**src/rtl/display_scan_ctrl.sv**
```systemverilog
// rtl/display_scan_ctrl.sv - four-digit seven-segment scan controller with frame-aligned content swap
// Optional: DISPLAY_SCAN_DIM_EN adds the bright[1:0] dimming input.
module display_scan_ctrl #(
    parameter int DIV   = 50000,
    parameter int BLANK = 500
) (
    input  logic        clk,
    input  logic        reset,
    input  logic        onoff,
    input  logic        load,
    input  logic [27:0] seg_in,
    input  logic [3:0]  dp_in,
`ifdef DISPLAY_SCAN_DIM_EN
    input  logic [1:0]  bright,
`endif
    output logic [6:0]  seg,
    output logic        dp,
    output logic [3:0]  an,
    output logic        pending,
    output logic        frame_tick
);

    localparam int CW = (DIV > 1) ? $clog2(DIV) : 1;
    localparam logic [CW-1:0] CNT_LAST   = CW'(DIV - 1);
    localparam logic [CW-1:0] BLANK_LAST = CW'((BLANK == 0) ? 0 : BLANK - 1);

    typedef enum logic [1:0] {S_OFF, S_BLANK, S_SHOW} state_t;

    state_t        state_q, state_d;
    logic [1:0]    idx_q, idx_d;
    logic [CW-1:0] cnt_q, cnt_d;
    logic [31:0]   active_q, active_d;
    logic [31:0]   shadow_q, shadow_d;
    logic          pending_q, pending_d;
    logic          frame_end;
    logic          commit;
    logic          lit;

    assign frame_end = (state_q == S_SHOW) && (idx_q == 2'd3) && (cnt_q == CNT_LAST);

    always_comb begin
        state_d   = state_q;
        idx_d     = idx_q;
        cnt_d     = cnt_q;
        active_d  = active_q;
        shadow_d  = shadow_q;
        pending_d = pending_q;
        commit    = 1'b0;
        case (state_q)
            S_OFF: begin
                idx_d  = 2'd0;
                cnt_d  = '0;
                commit = pending_q;
                if (onoff) begin
                    state_d = (BLANK == 0) ? S_SHOW : S_BLANK;
                end
            end
            S_BLANK: begin
                if (!onoff) begin
                    state_d = S_OFF;
                    idx_d   = 2'd0;
                    cnt_d   = '0;
                end else begin
                    cnt_d = cnt_q + 1'b1;
                    if (cnt_q == BLANK_LAST) begin
                        state_d = S_SHOW;
                    end
                end
            end
            S_SHOW: begin
                commit = pending_q && frame_end;
                if (!onoff) begin
                    state_d = S_OFF;
                    idx_d   = 2'd0;
                    cnt_d   = '0;
                end else if (cnt_q == CNT_LAST) begin
                    cnt_d   = '0;
                    idx_d   = idx_q + 1'b1;
                    state_d = (BLANK == 0) ? S_SHOW : S_BLANK;
                end else begin
                    cnt_d = cnt_q + 1'b1;
                end
            end
            default: state_d = S_OFF;
        endcase
        // A load on the commit edge still leaves fresh data pending.
        if (commit) begin
            active_d  = shadow_q;
            pending_d = 1'b0;
        end
        if (load) begin
            shadow_d  = {dp_in, seg_in};
            pending_d = 1'b1;
        end
    end

    always_ff @(posedge clk) begin
        if (reset) begin
            state_q   <= S_OFF;
            idx_q     <= 2'd0;
            cnt_q     <= '0;
            active_q  <= '1;
            shadow_q  <= '1;
            pending_q <= 1'b0;
        end else begin
            state_q   <= state_d;
            idx_q     <= idx_d;
            cnt_q     <= cnt_d;
            active_q  <= active_d;
            shadow_q  <= shadow_d;
            pending_q <= pending_d;
        end
    end

`ifdef DISPLAY_SCAN_DIM_EN
    // bright is registered so no input reaches an output combinationally.
    logic [1:0]  bright_q;
    logic [31:0] lit_len;

    always_ff @(posedge clk) begin
        if (reset) begin
            bright_q <= 2'd3;
        end else begin
            bright_q <= bright;
        end
    end

    always_comb begin
        lit_len = 32'(DIV - BLANK) >> (2'd3 - bright_q);
        lit     = (state_q == S_SHOW) && ((32'(cnt_q) - 32'(BLANK)) < lit_len);
    end
`else
    assign lit = (state_q == S_SHOW);
`endif

    always_comb begin
        an         = 4'hF;
        seg        = 7'h7F;
        dp         = 1'b1;
        if (lit) begin
            an  = ~(4'b0001 << idx_q);
            seg = active_q[7*int'(idx_q) +: 7];
            dp  = active_q[28 + int'(idx_q)];
        end
        pending    = pending_q;
        frame_tick = frame_end;
    end

endmodule
```
**config.mk**
```make
export PLATFORM = sky130hd
export DESIGN_NAME = display_scan_ctrl
export DESIGN_NICKNAME = d
export VERILOG_FILES = /design/src/rtl/display_scan_ctrl.sv
export SDC_FILE = /design/constraint.sdc
export NUM_CORES = 1
export LEC_CHECK = 0
export BUFFER_PORTS_ARGS = -buffer_cell sky130_fd_sc_hd__buf_2
export CAP_MARGIN = 15
export CORE_MARGIN = 1.5
export CORE_UTILIZATION = 45
export CTS_CLUSTER_DIAMETER = 100
export DETAILED_ROUTE_END_ITERATION = 7
export HOLD_SLACK_MARGIN = 0.1
export SLEW_MARGIN = 20
export SYNTH_ARGS = -nofsm -noshare
export SYNTH_HDL_FRONTEND = slang
export SYNTH_SLANG_ARGS = --single-unit
```
**constraint.sdc**
```tcl
create_clock -name clk -period 2.77 [get_ports clk]
set_input_delay 0.277 -clock clk [delete_from_list [all_inputs] [get_ports clk]]
set_output_delay 0.277 -clock clk [all_outputs]
set_load 0.02 [all_outputs]
```
* Yosys cells after proc, flatten, opt, wreduce, memory -nomap -nowiden
Cells that the tools add are included.
** Word-level totals
- Bits in registers :: 85
- Word-level logic and storage cells :: 54
- Output and inout bits :: 14
** Cells by class
- Reduce and logical (&&, ||, !) cells :: 8
- $add $sub $neg :: 3
- Shift-type cells :: 2
- $lt $le $gt $ge :: 1
- $mul :: 1
- Multiplexer cells :: 23
- Bitwise gates (word level) :: 1
- Eq/ne operators :: 9
** Operator list (number)
- 16-bit 2-to-1 mux :: 3
- 16-bit one-hot mux with 3 select lines :: 1
- 32-bit by 6-bit variable part select with 7-bit output :: 1
- 16-bit by 1-bit adder with 16-bit output, second input constant :: 1
- 16-bit equality test, second input constant :: 1
- 16-bit by 9-bit equality test with 1-bit output, second input constant :: 1
- 2-bit 2-to-1 mux :: 8
- 2-bit one-hot mux with 3 select lines :: 2
- 7-bit 2-to-1 mux :: 1
- 5-bit by 2-bit adder with 6-bit output, first input constant :: 1
- 6-bit < comparator, second input constant :: 1
- 3-bit AND reduction :: 2
- 1-bit binary-select mux with 5-bit select :: 1
- 3-bit by 2-bit multiplier with 5-bit output, first input constant :: 1
- 1-bit 2-to-1 mux :: 5
- 2-bit equality test, second input constant :: 2
- 4-bit 2-to-1 mux :: 1
- 2-bit != test, second input constant :: 2
- 4-bit inverter :: 1
- 1-bit by 2-bit << shifter with 4-bit output, first input constant :: 1
- 1-bit logical AND :: 3
- 3-bit by 2-bit != test with 1-bit output, second input constant :: 1
- 3-bit != test, second input constant :: 1
- 3-bit nonzero test :: 1
- 5 further kinds :: 5

* Longest topological paths before layout
- Depth in word-level cells :: 7
- Gate-level depth with buffers :: 8
- Mapped depth without buffers :: 7

* Least setup slack after synthesis
No wires, ideal clock.
- Path type :: register to register
- From :: register cnt_q[10]
- To :: register active_q[0]
- Data arrival time :: 1849 ps
- Data required time :: 2698 ps
- Slack :: 849 ps
- Stages on the path, launching flop included :: 8
- Buffers on the path :: 2
- Clock period less this slack :: 1921 ps
- Path through :: dfxtp_1 -> or4_4 -> nor4_1 -> a31oi_1 -> nor2b_1 -> buf_4 -> buf_12 -> mux2i_1
** On the way
- Longest elaborated chain between the ends :: 4
** Ends and longest elaborated chain
- from (decl) :: line 31 : logic [CW-1:0] cnt_q, cnt_d;
- from (signal assigned) :: line 108 : cnt_q <= cnt_d;
- 16-bit equality test :: line 39 : assign frame_end = (state_q == S_SHOW) && (idx_q == 2'd3) && (cnt_q == CNT_LAST);
- 1-bit logical AND :: line 39
- 1-bit logical AND :: line 71 : commit = pending_q && frame_end;
- 1-bit one-hot mux with 2 select lines :: line 49 : case (state_q)
- to (signal assigned) :: line 109 : active_q <= active_d;
- to (decl) :: line 32 : logic [31:0] active_q, active_d;
Every way passes these cells.
A chain may end at the register's enable or synchronous reset.

* Final worst setup path
- From :: register cnt_q[11]
- To :: output port frame_tick
** On the way
- Longest elaborated chain between the ends :: 2
** Ends and longest elaborated chain
- 16-bit equality test :: line 39
- 1-bit logical AND :: line 39
- to (decl) :: line 20 : output logic frame_tick
Every way passes these cells.

==> results.yml <==
timing:
  layout_setup_ws_ns: 0.462
  worstMarginPinSlew_ns: 0.996
  fin_setup_tns_ns: 0
  rsz0062_at_grt: "false"
  setup_viol: 0
  hold_viol: 0
  slew_viol_final: 0
  min_period_ns: 2.31
  finalCritPeriodShare: 0.833
  fmax_ghz: 0.433
  relSlewSlack: 0.336
  finClkSkew_ns: 0.0145
clock_tree:
  cts_buffer_depth: 2
  cts-htree-levels: 3
  cts_tree: "built"
  cts_sinks: 85
  clk_latency_ns: 0.35
  cts_setup_buffers: 0
  cts_inserted_buffers: 9
  cts-resized-gates: 0
  root_buffer: "clkbuf_8"
  cts.clk_slew.worst_paths_ns: 0.08
  ctsHoldBuffers: 0
drt:
  first_pass_iters: 4
  wl_per_cell_um: 14.2
  vias_per_cell: 5.12
  first_iter_violations: 91
  vias: 2826
  finalWirelength_um: 7830
  antenna_left: 0
  drc: 0
floorplan:
  die_w_um: 95.7
  rows: 33
  die_h_um: 95.7
  core_um2: 8260
  die_area_um2: 9160
  start_util: 0.468
  ios: 50
placement:
  portBuffers: 49
  hpwlAfterDp_um: 5320
  gp_congestion: 0.781
  pre_cts_slack_ns: 0.541
power:
  p_seq_frac: 0.529
  p_clk_frac: 0.319
  p_per_area_nw_per_um2: 580
  combPwrFrac: 0.151
  leakagePower_nw: 1.68
  switching_power_mw: 0.679
  ir_worst_vdd_v: 0.000298
  internal_power_mw: 1.83
  p_sw_frac: 0.271
status:
  status: "complete, no violations"
global_routing:
  globalRouteMet1Util: 0.258
  grt_pass1_vias: 2705
  grt-busiest-layer: "met2"
  grt-ovfl-total: 0
  grt_max_degree: 77
  grt_use_met2: 0.283
  gr-usage-met3: 0.0355
  grt_usage: 0.186
  grt_pass1_wl_um: 13100
  antenna_found_initial: 0
worst_setup_path:
  critPathKind: "flip-flop to output port"
  worstPathArrival_ns: 2.03
  cp_data_required_time_ns: 2.49
  rrSetupSlack_ns: 0.52
  reg2regPathDepth: 6
  crit_start: "cnt_q[11]"
  cp-start-kind: "flip-flop"
  crit_path_max_fanout: 6
  reg2reg_from: "cnt_q[11]"
  endpoint: "frame_tick"
  timing.rr.end: "active_q[30]"
  crit_path_end_kind: "output port"
run:
  max-cap-violations: 0
yosys:
  yosysSeqAreaShare: 0.440
  synth_warnings: 0
  syn_nets: 450
  synth_enable_flop_cells: 0
  synth.distinct_cells: 42
  yosys_register_bits: 85
  async_flop_share: 0
  dominantRegCellSynth: "dfxtp_1"
  synth_area_per_cell_um2: 9.57
  syn_area_um2: 3870
  syn_inst: 404
finish:
  syn_to_final_growth_pct: 11.7
  num_antenna_cells: 0
  n_fill_cell: 826
  fin_nets: 488
  drive_above_1_share: 0.186
min_path:
  hold_class: "primary input to flip-flop"
==> per-layer routing <==
metal / wire length (um) / up-vias / part of all wire
met2: 3450 / 52 / 0.44
met4: 132 / 0 / 0.017
met5: 0 / - / 0
met1: 3970 / 1315 / 0.51
met3: 283 / 12 / 0.036
li1: - / 1447 / -
==> cells in the final DEF, fill, tap and decap left out, types with 3 or more instances in the layout <==
cell type | Yosys | layout
mux2i_1 | 64 | 64
a31oi_1 | 4 | 4
nand2_1 | 49 | 49
clkinv_2 | 0 | 3
xnor2_1 | 6 | 6
ha_1 | 10 | 10
nor4_1 | 3 | 3
clkbuf_8 | 0 | 11
nor2_1 | 82 | 82
and4_1 | 3 | 3
and3_1 | 3 | 3
nand2b_1 | 8 | 8
a21oi_1 | 4 | 4
dfxtp_1 | 85 | 85
mux4_2 | 8 | 8
inv_1 | 6 | 6
nand3_1 | 10 | 10
buf_2 | 0 | 49
nor3_1 | 3 | 3
xor2_1 | 4 | 4
==> synthesized netlist by cell type (all sizes together), types with 2 or more instances <==
library cell,n,area [um2]
nand2,49,184
and4,3,26.3
nand3b,2,15.0
clkbuf,21,78.8
ha,10,125
a21oi,4,20.0
mux2i,64,641
nand4b,2,17.5
nor2b,2,12.5
dfxtp,85,1700
a31oi,4,25.0
xnor2,6,52.6
nand2b,8,50.1
nor2,82,308
nor4,3,18.8
nand3,10,50.1
or4b,2,20.0
and3,3,18.8
o31ai,2,15.0
inv,7,26.3
buf,4,67.6
xor2,4,35.0
nand4,2,12.5
nor3,3,15.0
mux4,8,180
==> power by group through the flow <==
stage                     sequential [mW]  combinational, mW  clock (mW)
after global routing                 1.33              0.419       0.872
after detailed placement             1.35              0.383           0
after global placement               1.35              0.376           0
after floorplan                      1.34              0.320           0
after CTS                            1.33              0.383       0.831
final                                1.33              0.379       0.800
==> critical path, cell delays in order (launching register included) <==
cell,delay [ns]
dfxtp_1,0.36
or4_4,0.56
nor4_1,0.40
nor2b_1,0.19
buf_2,0.17
==> registers in the layout, indices dropped and copies added (netlist names) <==
| signal | cells |
|---|---|
| cnt_q | 16 |
| idx_q | 2 |
| state_q | 2 |
| active_q | 32 |
| pending | 1 |
| shadow_q | 32 |
==> final cells by class <==
| class | instances | area, um2 | area share |
|---|---|---|---|
| well taps | 105 | 131 | 0.0304 |
| clock buffers | 12 | 155 | 0.0359 |
| multi-input cells | 287 | 2000 | 0.463 |
| inverters | 7 | 26.3 | 0.00609 |
| clock inverters | 4 | 22.5 | 0.00522 |
| repair buffers | 52 | 280 | 0.0649 |
| flip-flops and latches | 85 | 1700 | 0.394 |
==> cells by family (layout without fill, tap and decap cells) <==
kind of cell	Yosys count	after routing	share of synthesized area
buffers and inverters	32	75	0.0447
and+or+nand+nor	177	177	0.207
xor gates and xnor gates	10	10	0.0227
AOI/OAI and AO/OA	17	17	0.0375
DFF	85	85	0.440
muxes	73	73	0.215
adders and majority gates	10	10	0.0324
==> worst min-delay path by stage <==
stage	from	end	slack, ns	cells after the start
5_1_grt	seg_in[22]	shadow_q[22]	0.14	3
3_3_place_gp	shadow_q[4]	shadow_q[4]	0.46	2
3_5_place_dp	shadow_q[31]	shadow_q[31]	0.46	2
2_1_floorplan	seg_in[0]	shadow_q[0]	0.41	2
4_1_cts	dp_in[2]	shadow_q[30]	0.13	3
6_report	dp_in[2]	shadow_q[30]	0.15	3
==> per-stage QoR <==
| step | power (mW) | hold slack, ns | utilization | cell area (um2) | std cells |
|---|---|---|---|---|---|
| floorplan | 1.66 | 0.405 | - | 3870 | 404 |
| global placement | 1.73 | 0.460 | 0.501 | 4140 | 536 |
| detailed placement | 1.74 | 0.461 | 0.501 | 4140 | 536 |
| CTS | 2.54 | 0.133 | 0.523 | 4320 | 552 |
| global route | 2.63 | 0.143 | 0.523 | 4320 | 552 |
| finish | 2.50 | 0.146 | 0.523 | 4320 | 552 |
No activity file was read; power rests on OpenSTA's default activity.
